File: src/rtl/mux_seq_pkg.sv
// rtl/mux_seq_pkg.sv - shared state type, widths and select endpoints for mux_sel_sequencer
package mux_seq_pkg;

   localparam int SEL_W  = 3;
   localparam int DATA_W = 8;

   typedef enum logic {
      IDLE = 1'b0,
      SEND = 1'b1
   } state_e;

   function automatic logic [SEL_W-1:0] sel_start(input bit msb_first);
      return msb_first ? SEL_W'(DATA_W - 1) : SEL_W'(0);
   endfunction

   function automatic logic [SEL_W-1:0] sel_end(input bit msb_first);
      return msb_first ? SEL_W'(0) : SEL_W'(DATA_W - 1);
   endfunction

endpackage

File: src/rtl/mux_8_1.sv
// rtl/mux_8_1.sv - 8:1 single-bit multiplexer
module mux_8_1
   import mux_seq_pkg::*;
(
   input  logic [DATA_W-1:0] i,
   input  logic [SEL_W-1:0]  s,
   output logic              o
);

   assign o = i[s];

endmodule

File: src/rtl/mux_sel_sequencer.sv
// rtl/mux_sel_sequencer.sv - serialises a captured byte through mux_8_1 by walking its select
module mux_sel_sequencer
   import mux_seq_pkg::*;
#(
   parameter bit MSB_FIRST = 1'b1
) (
   input  logic              clk,
   input  logic              rst,
   input  logic [DATA_W-1:0] in_data,
   input  logic              in_valid,
   output logic              in_ready,
   output logic              ser_out,
   output logic              ser_valid,
   input  logic              ser_ready,
   output logic              ser_last,
   output logic [SEL_W-1:0]  sel,
   output logic              busy
);

   localparam logic [SEL_W-1:0] SEL_START = sel_start(MSB_FIRST);
   localparam logic [SEL_W-1:0] SEL_END   = sel_end(MSB_FIRST);

   state_e              state_q;
   logic [DATA_W-1:0]   word_q;
   logic [SEL_W-1:0]    sel_q;
   logic [SEL_W-1:0]    sel_d;

   assign sel_d = MSB_FIRST ? (sel_q - SEL_W'(1)) : (sel_q + SEL_W'(1));

   always_ff @(posedge clk or posedge rst) begin
      if (rst) begin
         state_q <= IDLE;
         word_q  <= '0;
         sel_q   <= SEL_START;
      end else begin
         case (state_q)
            IDLE: begin
               if (in_valid) begin
                  word_q  <= in_data;
                  sel_q   <= SEL_START;
                  state_q <= SEND;
               end
            end
            SEND: begin
               if (ser_ready) begin
                  // On the final beat a waiting word is taken immediately, so there is no bubble.
                  if (sel_q == SEL_END) begin
                     if (in_valid) begin
                        word_q <= in_data;
                        sel_q  <= SEL_START;
                     end else begin
                        state_q <= IDLE;
                     end
                  end else begin
                     sel_q <= sel_d;
                  end
               end
            end
            default: state_q <= IDLE;
         endcase
      end
   end

   assign ser_valid = (state_q == SEND);
   assign busy      = (state_q == SEND);
   assign ser_last  = (state_q == SEND) && (sel_q == SEL_END);
   assign in_ready  = (state_q == IDLE) || (ser_last && ser_ready);
   assign sel       = sel_q;

   mux_8_1 u_mux (
      .i (word_q),
      .s (sel_q),
      .o (ser_out)
   );

endmodule

File: config.mk
export PLATFORM = sky130hd
export DESIGN_NAME = mux_sel_sequencer
export DESIGN_NICKNAME = d
export VERILOG_FILES = /design/src/rtl/mux_seq_pkg.sv /design/src/rtl/mux_8_1.sv /design/src/rtl/mux_sel_sequencer.sv
export SDC_FILE = /design/constraint.sdc
export NUM_CORES = 1
export LEC_CHECK = 0
export CAP_MARGIN = 20
export CELL_PAD_IN_SITES_DETAIL_PLACEMENT = 1
export CELL_PAD_IN_SITES_GLOBAL_PLACEMENT = 2
export CORE_UTILIZATION = 31
export DETAILED_ROUTE_END_ITERATION = 8
export GPL_TIMING_DRIVEN = 0
export PLACE_DENSITY_LB_ADDON = 0.1
export SYNTH_ARGS = -nofsm -noshare
export SYNTH_HDL_FRONTEND = slang
export SYNTH_HIERARCHICAL = 1
export SYNTH_SLANG_ARGS = --single-unit
File: constraint.sdc
create_clock -name clk -period 3.68 [get_ports clk]
set_clock_uncertainty 0.1 [all_clocks]
set_input_delay 0.552 -clock clk [delete_from_list [all_inputs] [get_ports clk]]
set_output_delay 0.552 -clock clk [all_outputs]
set_load 0.02 [all_outputs]
==> results by stage, run 1 <==
Synthesis:
- The average size of a mapped cell is around 13 µm².
- The number of nets in the synthesized netlist is 64.
- The register bit total from synthesis is 12.
- The area share of the largest cell type after synthesis is about a third.
- The leading area contributor after synthesis is sky130_fd_sc_hd__dfrtp_1.
- During synthesis, Yosys emitted a total of 6 warnings.
- By area the synthesized netlist is led by sky130_fd_sc_hd__dfrtp_1 (34%), sky130_fd_sc_hd__mux2_2 (15%), sky130_fd_sc_hd__dfstp_2 (12%).
- The instance count of the mapped netlist is 50.
- After synthesis, the netlist uses 23 different library cells.
- Of the synthesized area, sequential elements account for 46.1%.
- The post-synthesis instance area is 659 µm².

Placed design:
- The post-placement cell area is roughly 880 µm².
- The quantity of I/O buffers inserted on ports is 19.
- After legalization and detailed placement, the total HPWL measured 1.09 mm.
- At the end of routability-driven placement, the weighted congestion stood at around 0.68.

Routing:
- The detailed-route vias per instance is ~4.8.
- For this run, design rule violations remaining after detail routing come to 0.
- The first-pass iteration count of the detailed router is 1.
- Dividing the detail-routed wire length by the instance count gives ~14 µm.
- The final routed wirelength across all metal layers is 1.41 mm.
- The initial detailed-routing violation count is 0.
- The detailed router placed 481 vias in this run.
- The count of nets left with antenna violations once routing finished came out at 0.

Global route:
- Global routing used around 15% of the available tracks.
- The via count of the first global-routing pass came to just over 500.
- The initial antenna violation count is 0.
- The first-pass GRT wire length is 2.34 mm.
- The leftover overflow at the end of global routing is 0.
- Entering global routing, the biggest net connects 13 pins.

Cells and area:
- The count of fill cells added during filler insertion is 214.
- The proportion of layout cells with a drive suffix above 1 is 27.4%.
- The synthesis-to-layout area growth is 39.5%.
- The net total in the final layout is between 80 and 90.
- The cell area after layout is between 900 and 1000 µm².
- The number of antenna diodes in the final layout is 0.
- Measured on the finished design, the core utilization comes to a little under half.

STA:
- The final-report hold violation count came to 0.
- Setup repair after global routing left no endpoint under its margin.
- The tightest hold path in the finished design has a slack of around 410 ps.
- Setup violations remaining at the end of the flow were counted as 0.
- For the pin with the worst max-slew slack, the measured transition is 471 ps.
- After routing, the total negative slack on setup checks comes to 0 ps.
- Subtracting the final worst setup slack from the clock period gives slightly below 3000 ps.
- The number of max-slew violations in the final report was 0.
- The final period utilization is between 70% and 80%.
- Measured against its own limit, the worst slew margin works out to between 60% and 70%.
- The fmax is about 0.34 GHz.

Clocking:
- In this run, post-CTS hold repair placed 0 buffers.
- Clock-pin slew was measured on the worst setup and hold paths at 70 ps.
- In this run the clock root is driven by a sky130_fd_sc_hd__clkbuf_4.
- The maximum buffer depth of the clock tree is 2.
- The maximum level of the CTS H-tree is 1.
- TritonCTS built the clock tree.
- The total of cells resized after clock tree synthesis is 0.
- At the later pin of the worst-skew pair, clock insertion delay measures approximately 270 ps.
- The number of buffers created by CTS is 3.
- The post-CTS setup repair buffer count is 0.
- The number of clock sinks is 12.

Worst hold path:
- The path type of the worst min-delay path is flop to flop.

Setup path:
- STA classifies the critical path startpoint as a flop.
- The critical setup path kind is flop to primary output.
- The worst endpoint required time is 3030 ps.
- The worst path arrival time is 2260 ps.
- The endpoint class of the critical path is a primary output.
- The highest net fanout along the worst path is 6.

Pwr:
- Across the VDD grid, the largest voltage drop is 0.000315 V.
- The static leakage is around 0.40 nW.
- The cell area power density is 755 nW/µm².

Floorplan:
- The width of the die is around 48 µm.
- The I/O pin count is 20.
- The die is a little under 50 µm tall.
- The effective utilization at floorplan is between 30% and 40%.
- The row count is 16.
- The area of the die is ~2300 µm².
- The core area is roughly 2000 µm².

Job:
- The tool flagged a number of max-cap violations equal to 0.

Status:
- The flow ran to the end, and the final reports show no timing, DRC or antenna violations.
[layout make-up]
type | instances | area [µm²] | area share [%]
buffer | 2 | 18.8 | 2.04
clock buffer | 4 | 36.3 | 3.95
inverter | 3 | 11.3 | 1.22
multi-input combinational | 33 | 325 | 35.4
sequential | 12 | 304 | 33.1
tap | 27 | 33.8 | 3.67
timing repair buffer | 19 | 190 | 20.7
[path summary, 6_finish.rpt]
path                            from         to  slack [ps]  cells past startpoint
min in group asynchronous        rst       busy         480                      2
hold / removal             word_q[2]  word_q[2]         410                      1
max in group asynchronous        rst     sel[0]        2650                      2
hold reg to reg            word_q[2]  word_q[2]         410                      1
setup reg to reg              sel[0]     sel[0]        1830                      5
setup / recovery              sel[0]    ser_out         770                      3
[sequential cells by signal, indices dropped and copies added, names as in the netlist]
register and cells:
word_q 8, sel 3, busy 1
[metrics by stage]
| stage | setup slack [ps] | total power [mW] | std cells |
|---|---|---|---|
| 2_1_floorplan | 1540 | 0.468 | 50 |
| 3_3_place_gp | 1050 | 0.586 | 96 |
| 3_5_place_dp | 1050 | 0.598 | 96 |
| 4_1_cts | 734 | 0.707 | 100 |
| 5_1_grt | 669 | 0.746 | 100 |
| 6_report | 772 | 0.694 | 100 |
[critical path, cell delays in order (launching register included)]
cell and delay (ps):
sky130_fd_sc_hd__dfstp_2 600, sky130_fd_sc_hd__mux4_1 570, sky130_fd_sc_hd__mux2_2 280, sky130_fd_sc_hd__clkdlybuf4s50_1 540
[cell families (layout without fill, tap and decap cells)]
kind of cell    Yosys count  count (layout)  synth area share (%)
simple gates             12              12                  12.3
buf+inv                   5              28                  4.55
flops                    12              12                  46.1
compound gates            8               8                  9.87
fa+ha+maj                 2               2                  3.79
mux                      11              11                  23.3
[placed cells by master, fill, tap and decap left out, types with 2 or more instances in the layout]
| cell | Yosys | routed |
|---|---|---|
| sky130_fd_sc_hd__dfstp_2 | 3 | 3 |
| sky130_fd_sc_hd__clkbuf_4 | 0 | 3 |
| sky130_fd_sc_hd__mux2_2 | 9 | 9 |
| sky130_fd_sc_hd__clkdlybuf4s50_1 | 0 | 19 |
| sky130_fd_sc_hd__inv_1 | 3 | 3 |
| sky130_fd_sc_hd__dfrtp_1 | 9 | 9 |
| sky130_fd_sc_hd__nand2_1 | 4 | 4 |
| sky130_fd_sc_hd__nor2b_1 | 2 | 2 |
| sky130_fd_sc_hd__mux4_1 | 2 | 2 |
| sky130_fd_sc_hd__o21ai_0 | 2 | 2 |
| sky130_fd_sc_hd__ha_1 | 2 | 2 |
[where the power goes]
part           total, mW  internal, mW  switching (mW)
combinational      0.330         0.195           0.135
clock              0.106        0.0601          0.0454
sequential         0.258         0.205          0.0528
total              0.694         0.461           0.233
[synthesized netlist by cell type]
library cell,number
sky130_fd_sc_hd__a211oi_1,1
sky130_fd_sc_hd__a21boi_4,1
sky130_fd_sc_hd__a21oi_1,1
sky130_fd_sc_hd__a2bb2oi_1,1
sky130_fd_sc_hd__and2_1,1
sky130_fd_sc_hd__buf_4,1
sky130_fd_sc_hd__buf_6,1
sky130_fd_sc_hd__dfrtp_1,9
sky130_fd_sc_hd__dfstp_2,3
sky130_fd_sc_hd__ha_1,2
sky130_fd_sc_hd__inv_1,3
sky130_fd_sc_hd__mux2_2,9
sky130_fd_sc_hd__mux4_1,2
sky130_fd_sc_hd__nand2_1,4
sky130_fd_sc_hd__nand2b_1,1
sky130_fd_sc_hd__nand3b_4,1
sky130_fd_sc_hd__nor2b_1,2
sky130_fd_sc_hd__nor3_1,1
sky130_fd_sc_hd__o21ai_0,2
sky130_fd_sc_hd__o22a_1,1
sky130_fd_sc_hd__o22ai_1,1
sky130_fd_sc_hd__or2b_1,1
sky130_fd_sc_hd__or3b_1,1
[layer usage]
metal  up-vias  global-route usage, %  share of wire, %
li1        224                      -                 -
met1       239                   19.8                43
met2        14                   24.9                52
met3         4                   2.22               3.4
met4         0                   8.33               1.6
met5         -                      0                 0
No activity file was read; power rests on OpenSTA's default activity.
==> inputs of run 2 (changes only) <==
Settings changed: CORE_UTILIZATION 31 to 26.
Clock period 3.68 ns to 2.4 ns, I/O delays scaled along.
==> run 2 against run 1 <==
  * Cell count rose by 2.0%
  * Critical path type unchanged
  * Hold slack worse by 110 ps
  * Utilization is 6.6 points lower
  * Global-route usage is 3.8 points lower
  * Largest power group unchanged
  * Register-to-register slack got worse by 1200 ps
==> results by stage, run 2 (same netlist as run 1, synthesis figures left out) <==
Floorplan:
- The width of the die is 52.4 µm (+8.8%).
- The I/O pin count was 20 (unchanged).
- The core area came to 2300 µm² (+16%).
- The row count is 17 (+1).
- The effective utilization at floorplan is 28.7% (-4.6 points).
- The die height is 52.4 µm (+8.8%).
- The area of the die was 2740 µm² (+18%).

Pwr:
- The cell area power density is 1110 nW/µm² (+47%).
- The total power came to 1.01 mW (+46%).
- The static leakage is 0.411 nW (+1.6%).
- The maximum ir drop on the vdd rail is 0.000511 V (+62%).

Routing:
- The final routed wirelength across all metal layers was 1.29 mm (-8.2%).
- The routed wirelength normalized by instance count is 12.7 µm (-10%).
- The first-pass iteration count of the detailed router is 3 (+2).
- The initial detailed-routing violation count came to 3 (+3).
- The number of design rule violations left after detail routing is 0 (unchanged).
- The number of vias in the routed layout is 471 (-2.1%).
- The detailed-route vias per instance is 4.62 (-4.0%).
- The final antenna-violating net count was 0 (unchanged).

STA:
- The final-report hold violation count is 0 (unchanged).
- The worst-margin pin slew is 464 ps (-6.46 ps).
- The worst slew slack as a fraction of its limit is 69.0% (+0.43 points).
- The number of max-slew violations in the final report is 0 (unchanged).
- The final sum of negative setup slack is 0 ps (unchanged).
- The final count of negative-setup-slack endpoints is 0 (unchanged).
- After layout, the worst path uses a little over nine tenths of the clock period.
- Setup repair after global routing left no endpoint under its margin.
- The final-layout worst hold slack was 297 ps (-109 ps).
- The worst path needs 2320 ps of the cycle, external delays included.
- The fmax is around 0.43 GHz.

Global route:
- The maximum number of pins on one net before global-route repair is 13 (unchanged).
- The global routing usage summed across all routing layers is 11.5% (-3.8 points).
- The first-pass GRT wire length is 2.24 mm (-4.1%).
- The initial antenna violation count is 0 (unchanged).
- The leftover overflow at the end of global routing came to 0 (unchanged).
- The via count of the first global-routing pass was 511 (+0.59%).

Placed design:
- The detailed-placement wirelength estimate is 997 µm (-8.4%).
- The final weighted congestion of routability-driven global placement is 0.695 (+2.6%).
- The quantity of I/O buffers inserted on ports is 19 (unchanged).

Clocking:
- The clock tree from TritonCTS is yes.
- The maximum level of the CTS H-tree is 1 (unchanged).
- The tree is rooted in a sky130_fd_sc_hd__clkbuf_4.
- The number of clock sinks came to 12 (unchanged).
- The clock insertion delay at the later pin of the skew report is 270 ps (about the same).
- The number of buffers created by CTS is 3 (unchanged).
- The number of buffers inserted by hold repair at cts is 0 (unchanged).
- The clock-pin transition on the worst setup and hold timing paths is 80 ps (about the same).
- The maximum buffer depth of the clock tree is 2 (unchanged).

Cells and area:
- The final standard cell utilization of the core was 39.8% (-6.6 points).
- The flip-flop count of the largest register after layout is 8 (unchanged).
- The proportion of layout cells with a drive suffix above 1 is 29.7% (+2.3 points).
- The net total in the final layout was 89 (+1.1%).
- The register with the most flip-flops is word_q.
- The synthesis-to-layout area growth is 38.5%.
- Leaving out fill and tap cells, the most frequent cells in the layout are sky130_fd_sc_hd__clkdlybuf4s50_1 (16), sky130_fd_sc_hd__mux2_2 (9), sky130_fd_sc_hd__dfrtp_1 (9).
- The number of diodes was 0 (unchanged).
- Leaving out fill and tap cells, the most frequent cell in the layout is sky130_fd_sc_hd__clkdlybuf4s50_1.

Job:
- The max-capacitance violation count is 0 (unchanged).

Setup path:
- The worst-case register-to-register setup slack is 650 ps (-1180 ps).
- The critical setup path kind is flop to primary output.
- STA classifies the critical path endpoint as a primary output.
- The worst path arrival time came to 1860 ps (-400 ps).
- The worst endpoint required time came to 1940 ps (-1090 ps).
- The highest net fanout along the worst path was 6 (unchanged).
- The type of element launching the critical path is a flop.

Status:
- The flow ran to the end, and the final reports show no timing, DRC or antenna violations.

Worst hold path:
- The tightest min-delay check is of the input pin to async pin type.
## run 2: area by class of cell
class	count	area (µm²)
timing repair buffer	20	190
fill	262	1380
multi-input combinational	33	328
buffer	2	18.8
clock buffer	4	26.3
sequential	12	304
tap	28	35.0
inverter	3	11.3
## run 2: layer usage
layer / up-vias / track usage, % / wire length (µm)
li1: 225 / - / -
met1: 229 / 13.8 / 590
met2: 15 / 19.2 / 625
met3: 2 / 2.03 / 68
met4: 0 / 6.58 / 8
met5: - / 0 / 0
## run 2: where the power goes
group / switching, mW / internal [mW]
clock network: 0.0681 / 0.0643
registers: 0.0743 / 0.314
logic: 0.205 / 0.289
total: 0.347 / 0.668
## run 2: worst paths after layout
check / endpoint / depth (start not counted) / start
setup / recovery: ser_out / 3 / sel[0]
hold / removal: word_q[5] / 2 / rst
setup reg to reg: sel[0] / 5 / sel[0]
hold reg to reg: word_q[6] / 1 / word_q[6]
max in group asynchronous: sel[0] / 2 / rst
min in group clk: word_q[6] / 1 / word_q[6]
## run 2: worst max-delay path, cell delays in order (launching register included)
cell and delay (ps):
sky130_fd_sc_hd__dfstp_2 600, sky130_fd_sc_hd__mux4_1 560, sky130_fd_sc_hd__mux2_2 280, sky130_fd_sc_hd__buf_2 160
## run 2: what timing repair did
action | in CTS | in global routing
gates resized for setup | 6 | 1
setup endpoints to repair | 3 | 1
cloned | 0 | 0
buffers inserted | 0 | 1
## run 2: metrics by stage
| stage | instances | cell area [µm²] | worst slack, ps |
|---|---|---|---|
| CTS | 101 | 903 | 22.1 |
| finish | 102 | 913 | 76.6 |
| detailed placement | 97 | 885 | -34.4 |
| floorplan | 50 | 659 | 452 |
| global route | 102 | 913 | 12.6 |
| global placement | 97 | 885 | -34.8 |
